===== src/rtl/uart_midi_tx.sv =====
// MIDI UART transmitter: accepts one 1-3 byte MIDI event per valid/ready handshake and
// shifts it out as back-to-back 8N1 frames on tx_out. Running-status compression can
// drop a channel status byte that matches the last one sent.
//
// Ports:
//   clk_in        system clock (clk_98_3mhz domain)
//   rst_in        synchronous reset, active low
//   valid_in      event present on midi_event / num_bytes_in
//   midi_event    [23:16] status, [15:8] data1, [7:0] data2
//   num_bytes_in  bytes to send (0 = empty event)
//   ready_out     idle and able to accept an event
//   tx_out        UART line, idle high
//   busy_out      a frame is being shifted
//   done_out      one-cycle pulse after the last stop bit of an event
module uart_midi_tx #(
    parameter int unsigned CLKS_PER_BIT   = 3147,
    parameter int unsigned RUNNING_STATUS = 1
) (
    input  logic        clk_in,
    input  logic        rst_in,
    input  logic        valid_in,
    input  logic [23:0] midi_event,
    input  logic [1:0]  num_bytes_in,
    output logic        ready_out,
    output logic        tx_out,
    output logic        busy_out,
    output logic        done_out
);

    localparam int unsigned CW = (CLKS_PER_BIT > 1) ? $clog2(CLKS_PER_BIT) : 1;
    localparam logic [CW-1:0] BaudMax = CW'(CLKS_PER_BIT - 1);

    typedef enum logic [1:0] {StIdle, StStart, StData, StStop} state_e;

    state_e        state_q;
    logic [CW-1:0] baud_q;
    logic [2:0]    bit_q;
    logic [1:0]    byte_q;
    logic [1:0]    cnt_q;
    logic [23:0]   buf_q;     // bytes still to send after the current one, next at [23:16]
    logic [7:0]    shift_q;
    logic          tx_q;
    logic          done_q;
    logic [7:0]    rs_status_q;
    logic          rs_valid_q;

    // Accept-time decode of the running-status decision.
    logic [7:0]  status;
    logic        is_chan;
    logic        is_sys;
    logic        skip;
    logic [23:0] load_bytes;
    logic [1:0]  load_cnt;
    logic        baud_wrap;

    always_comb begin
        status     = midi_event[23:16];
        is_chan    = (status >= 8'h80) && (status <= 8'hEF);
        is_sys     = (status >= 8'hF0) && (status <= 8'hF7);
        skip       = (RUNNING_STATUS != 0) && (num_bytes_in != 2'd0) && is_chan &&
                     rs_valid_q && (status == rs_status_q);
        load_bytes = skip ? {midi_event[15:0], 8'h00} : midi_event;
        load_cnt   = skip ? (num_bytes_in - 2'd1) : num_bytes_in;
        baud_wrap  = (baud_q == BaudMax);
    end

    always_ff @(posedge clk_in) begin
        if (!rst_in) begin
            state_q     <= StIdle;
            baud_q      <= '0;
            bit_q       <= '0;
            byte_q      <= '0;
            cnt_q       <= '0;
            buf_q       <= '0;
            shift_q     <= '0;
            tx_q        <= 1'b1;
            done_q      <= 1'b0;
            rs_status_q <= '0;
            rs_valid_q  <= 1'b0;
        end else begin
            done_q <= 1'b0;
            unique case (state_q)
                StIdle: begin
                    if (valid_in) begin
                        // Empty events leave the running status untouched.
                        if ((RUNNING_STATUS != 0) && (num_bytes_in != 2'd0)) begin
                            if (is_chan) begin
                                rs_status_q <= status;
                                rs_valid_q  <= 1'b1;
                            end else if (is_sys) begin
                                rs_valid_q  <= 1'b0;
                            end
                        end
                        if (load_cnt != 2'd0) begin
                            state_q <= StStart;
                            tx_q    <= 1'b0;
                            baud_q  <= '0;
                            byte_q  <= '0;
                            cnt_q   <= load_cnt;
                            shift_q <= load_bytes[23:16];
                            buf_q   <= {load_bytes[15:0], 8'h00};
                        end
                    end
                end
                StStart: begin
                    if (baud_wrap) begin
                        state_q <= StData;
                        baud_q  <= '0;
                        bit_q   <= '0;
                        tx_q    <= shift_q[0];
                    end else begin
                        baud_q <= baud_q + CW'(1);
                    end
                end
                StData: begin
                    if (baud_wrap) begin
                        baud_q <= '0;
                        if (bit_q == 3'd7) begin
                            state_q <= StStop;
                            tx_q    <= 1'b1;
                        end else begin
                            bit_q   <= bit_q + 3'd1;
                            shift_q <= {1'b0, shift_q[7:1]};
                            tx_q    <= shift_q[1];
                        end
                    end else begin
                        baud_q <= baud_q + CW'(1);
                    end
                end
                StStop: begin
                    if (baud_wrap) begin
                        baud_q <= '0;
                        if ((byte_q + 2'd1) < cnt_q) begin
                            // Next byte starts with no idle gap.
                            state_q <= StStart;
                            byte_q  <= byte_q + 2'd1;
                            tx_q    <= 1'b0;
                            shift_q <= buf_q[23:16];
                            buf_q   <= {buf_q[15:0], 8'h00};
                        end else begin
                            state_q <= StIdle;
                            done_q  <= 1'b1;
                        end
                    end else begin
                        baud_q <= baud_q + CW'(1);
                    end
                end
                default: state_q <= StIdle;
            endcase
        end
    end

    assign ready_out = (state_q == StIdle);
    assign busy_out  = (state_q != StIdle);
    assign tx_out    = tx_q;
    assign done_out  = done_q;

endmodule

===== config.mk =====
export PLATFORM = sky130hd
export DESIGN_NAME = uart_midi_tx
export DESIGN_NICKNAME = d
export VERILOG_FILES = /design/src/rtl/uart_midi_tx.sv
export SDC_FILE = /design/constraint.sdc
export NUM_CORES = 1
export LEC_CHECK = 0
export ABC_AREA = 1
export BUFFER_PORTS_ARGS = -buffer_cell sky130_fd_sc_hd__buf_2
export CORE_ASPECT_RATIO = 1.5
export CORE_MARGIN = 2
export CORE_UTILIZATION = 48
export DETAILED_ROUTE_END_ITERATION = 12
export PLACE_DENSITY = 0.72
export SETUP_SLACK_MARGIN = 0.1
export SLEW_MARGIN = 20
export SYNTH_ARGS = -nofsm -noshare
export SYNTH_HDL_FRONTEND = slang
export SYNTH_SLANG_ARGS = --single-unit
export TNS_END_PERCENT = 30

===== constraint.sdc =====
create_clock -name clk_in -period 4.93 [get_ports clk_in]
set_input_delay 1.479 -clock clk_in [delete_from_list [all_inputs] [get_ports clk_in]]
set_output_delay 1.479 -clock clk_in [all_outputs]
set_load 0.005 [all_outputs]

==> flow_summary.toml <==
[run_status]
outcome = "completed"

[global_routing]
grt_pass1_vias = 3339
grt_antenna_before_repair = 0
gr-usage-all-layers_pct = 23.3
grt_pass1_wl_mm = 14.7
grt_max_degree = 41
gr-total-overflow = 0

[yosys]
synth-edff-count = 0
yosysTopAreaCell = "dfxtp_1"
synthCells = 564
ys_types = 39
synthArstFlopShare_pct = 0
syn_avg_cell_area_sq_um = 6.30
yosys_most_used_dff = "dfxtp_1"
synth_area_leaders = "dfxtp_1 (32%), nand2_1 (16%), inv_1 (9.2%)"
syn_area_sq_um = 3550
seq_area_frac_synth_pct = 31.6
synth_fp_nets = 605
synthDominantCellAreaShare_pct = 31.6
synth_warnings = 0
synth-seq-cells = 56

[placement]
gp_congestion = 0.921
io_buffers = 32
post_dp_cell_area_sq_um = 3730
dp_hpwl_mm = 6.60

[route]
vias_per_cell = 5.06
drc = 0
drt-wirelength-per-cell_um = 12.6
drtAntennaViolNets = 0
vias = 3474
routed_wl_mm = 8.63
drt_iter0_drc = 122
drtPass1Iterations = 4

[clock_network]
clk_path_buf_depth = 2
path_clk_slew_ns = 0.11
cts_buffers = 5
clock_latency_ns = 0.31
clock_sinks = 56
htreeDepth = 2
cts_tree = "built"
hold_buffers = 0
cts_setup_buffers = 0
cts_resized = 0
ctsRootBufferMaster = "clkbuf_8"

[timing]
finalCritPeriodShare_pct = 73.0
fin_worst_skew_ns = 0.00492
relSlewSlack_pct = 50.4
rsz0062_at_grt = "false"
setup_viol = 0
fin_tns_setup_ns = 0
fmax_ghz = 0.278
timing.hold.ws_ns = 0.478
hold_violations = 0
slew_viol_final = 0
fin_crit_ns = 3.60
worstMarginPinSlew_ns = 0.741

[final_layout]
nNetsFinal = 626
layout_commonest_cell = "nand2_1"
areaGrowthSynthToFinish_pct = 7.64
antennaDiodeCount = 0
fin_util_pct = 52.9
regArea_sq_um = 1120
finalInstanceArea_sq_um = 3820
multiInputGateArea_sq_um = 1970
fillers = 770
drive_gt1_share_pct = 10.1
final_cell_mix = "nand2_1 (147), inv_1 (87), nor2_1 (74)"

[critical_path]
cp-end-kind = "flip-flop"
r2r_setup_slack_ns = 2.40
crit_arrival_ns = 3.86
path_max_fanout = 30
crit_type = "input port to flip-flop"
crit_path_start_kind = "input port"
required_ns = 5.19

[floorplan]
die_h_um = 109
core_sq_um = 7230
die_area_sq_um = 8120
die_w_um = 74.2
start_util_pct = 49.2
std_cell_rows = 38
ios = 33

[power_and_ir_drop]
p_seq_share_pct = 36.2
p_sw_uw = 839
power_density_nw_per_um2 = 481
clkPwrFrac_pct = 14.3
p_leak_nw = 1.85
ir_drop_mv = 0.264
p_int_uw = 1000
p_sw_share_pct = 45.6
pwr-share-comb_pct = 49.4

[run]
drv_cap = 0

[hold_path]
min_path_type = "flip-flop to flip-flop"
## layout make-up
class                   count  area share [%]
inverters                  95            9.33
multi-input cells         395            51.6
clock inverters             2           0.425
repair buffers             32            4.19
well taps                 100            3.27
clock buffers               6            1.90
flip-flops and latches     56            29.3
## cell families (layout without fill, tap and decap cells)
kind of cell	Yosys count	in the layout	synth area share, %
buffers and inverters	113	135	12.9
AOI/OAI and AO/OA	87	87	13.7
and+or+nand+nor	293	293	36.8
xor gates and xnor gates	3	3	0.740
adders and majority gates	12	12	4.23
DFF	56	56	31.6
## metrics by stage
stage,setup WS [ns],std cells,power [mW]
2_1_floorplan,1.94,564,1.42
3_3_place_gp,1.12,678,1.56
3_5_place_dp,1.03,678,1.59
4_1_cts,1.36,686,1.85
5_1_grt,1.05,686,2.03
6_report,1.33,686,1.84
## power by group through the flow
stage                     clock network (mW)  registers, mW  logic (mW)
final                                  0.263          0.666       0.909
after floorplan                            0          0.658       0.757
after global routing                   0.289          0.683        1.06
after global placement                     0          0.670       0.886
after CTS                              0.274          0.666       0.914
after detailed placement                   0          0.677       0.909
## cells in the mapped netlist, drive strengths merged (3+ instances only)
cell type and number:
nand2 153, dfxtp 56, xor2 3, clkinv 3
nand4 20, o211ai 9, ha 12, nand3 30
buf 11, nor3 9, nor2 76, inv 92
a21oi 32, clkbuf 7, o21ai 38
## sequential cells by signal, indices dropped and copies added, names as in the netlist, 2 cells and up
signal / cells
buf_q: 16
baud_q: 12
rs_status_q: 8
shift_q: 8
bit_q: 3
byte_q: 2
cnt_q: 2
state_q: 2
## worst paths after layout
| kind | from | to | cells past startpoint |
|---|---|---|---|
| min | bit_q[2] | bit_q[2] | 2 |
| max | num_bytes_in[0] | buf_q[17] | 14 |
| min reg2reg | bit_q[2] | bit_q[2] | 2 |
| max reg2reg | byte_q[0] | buf_q[17] | 12 |
## critical path, cell delays in order
cell	delay, ns
buf_2	0.11
inv_1	0.06
ha_1	0.22
nor2_1	0.11
nand3_1	0.11
nor2_4	0.21
nand3_4	0.25
nand2_2	0.15
nand2_2	0.08
nand3_4	0.10
nand4_2	0.57
nand2_1	0.23
nand2_1	0.08
nor2_1	0.11
## per-layer routing
layer | vias to the layer above | share of wire [%] | wire [um] | global-route usage [%]
li1 | 1826 | - | - | -
met1 | 1550 | 42 | 3630 | 26.0
met2 | 74 | 51 | 4380 | 42.5
met3 | 24 | 3.5 | 304 | 3.57
met4 | 0 | 3.7 | 320 | 10.3
met5 | - | 0 | 0 | 0
Power figures use the tool's default switching activity.
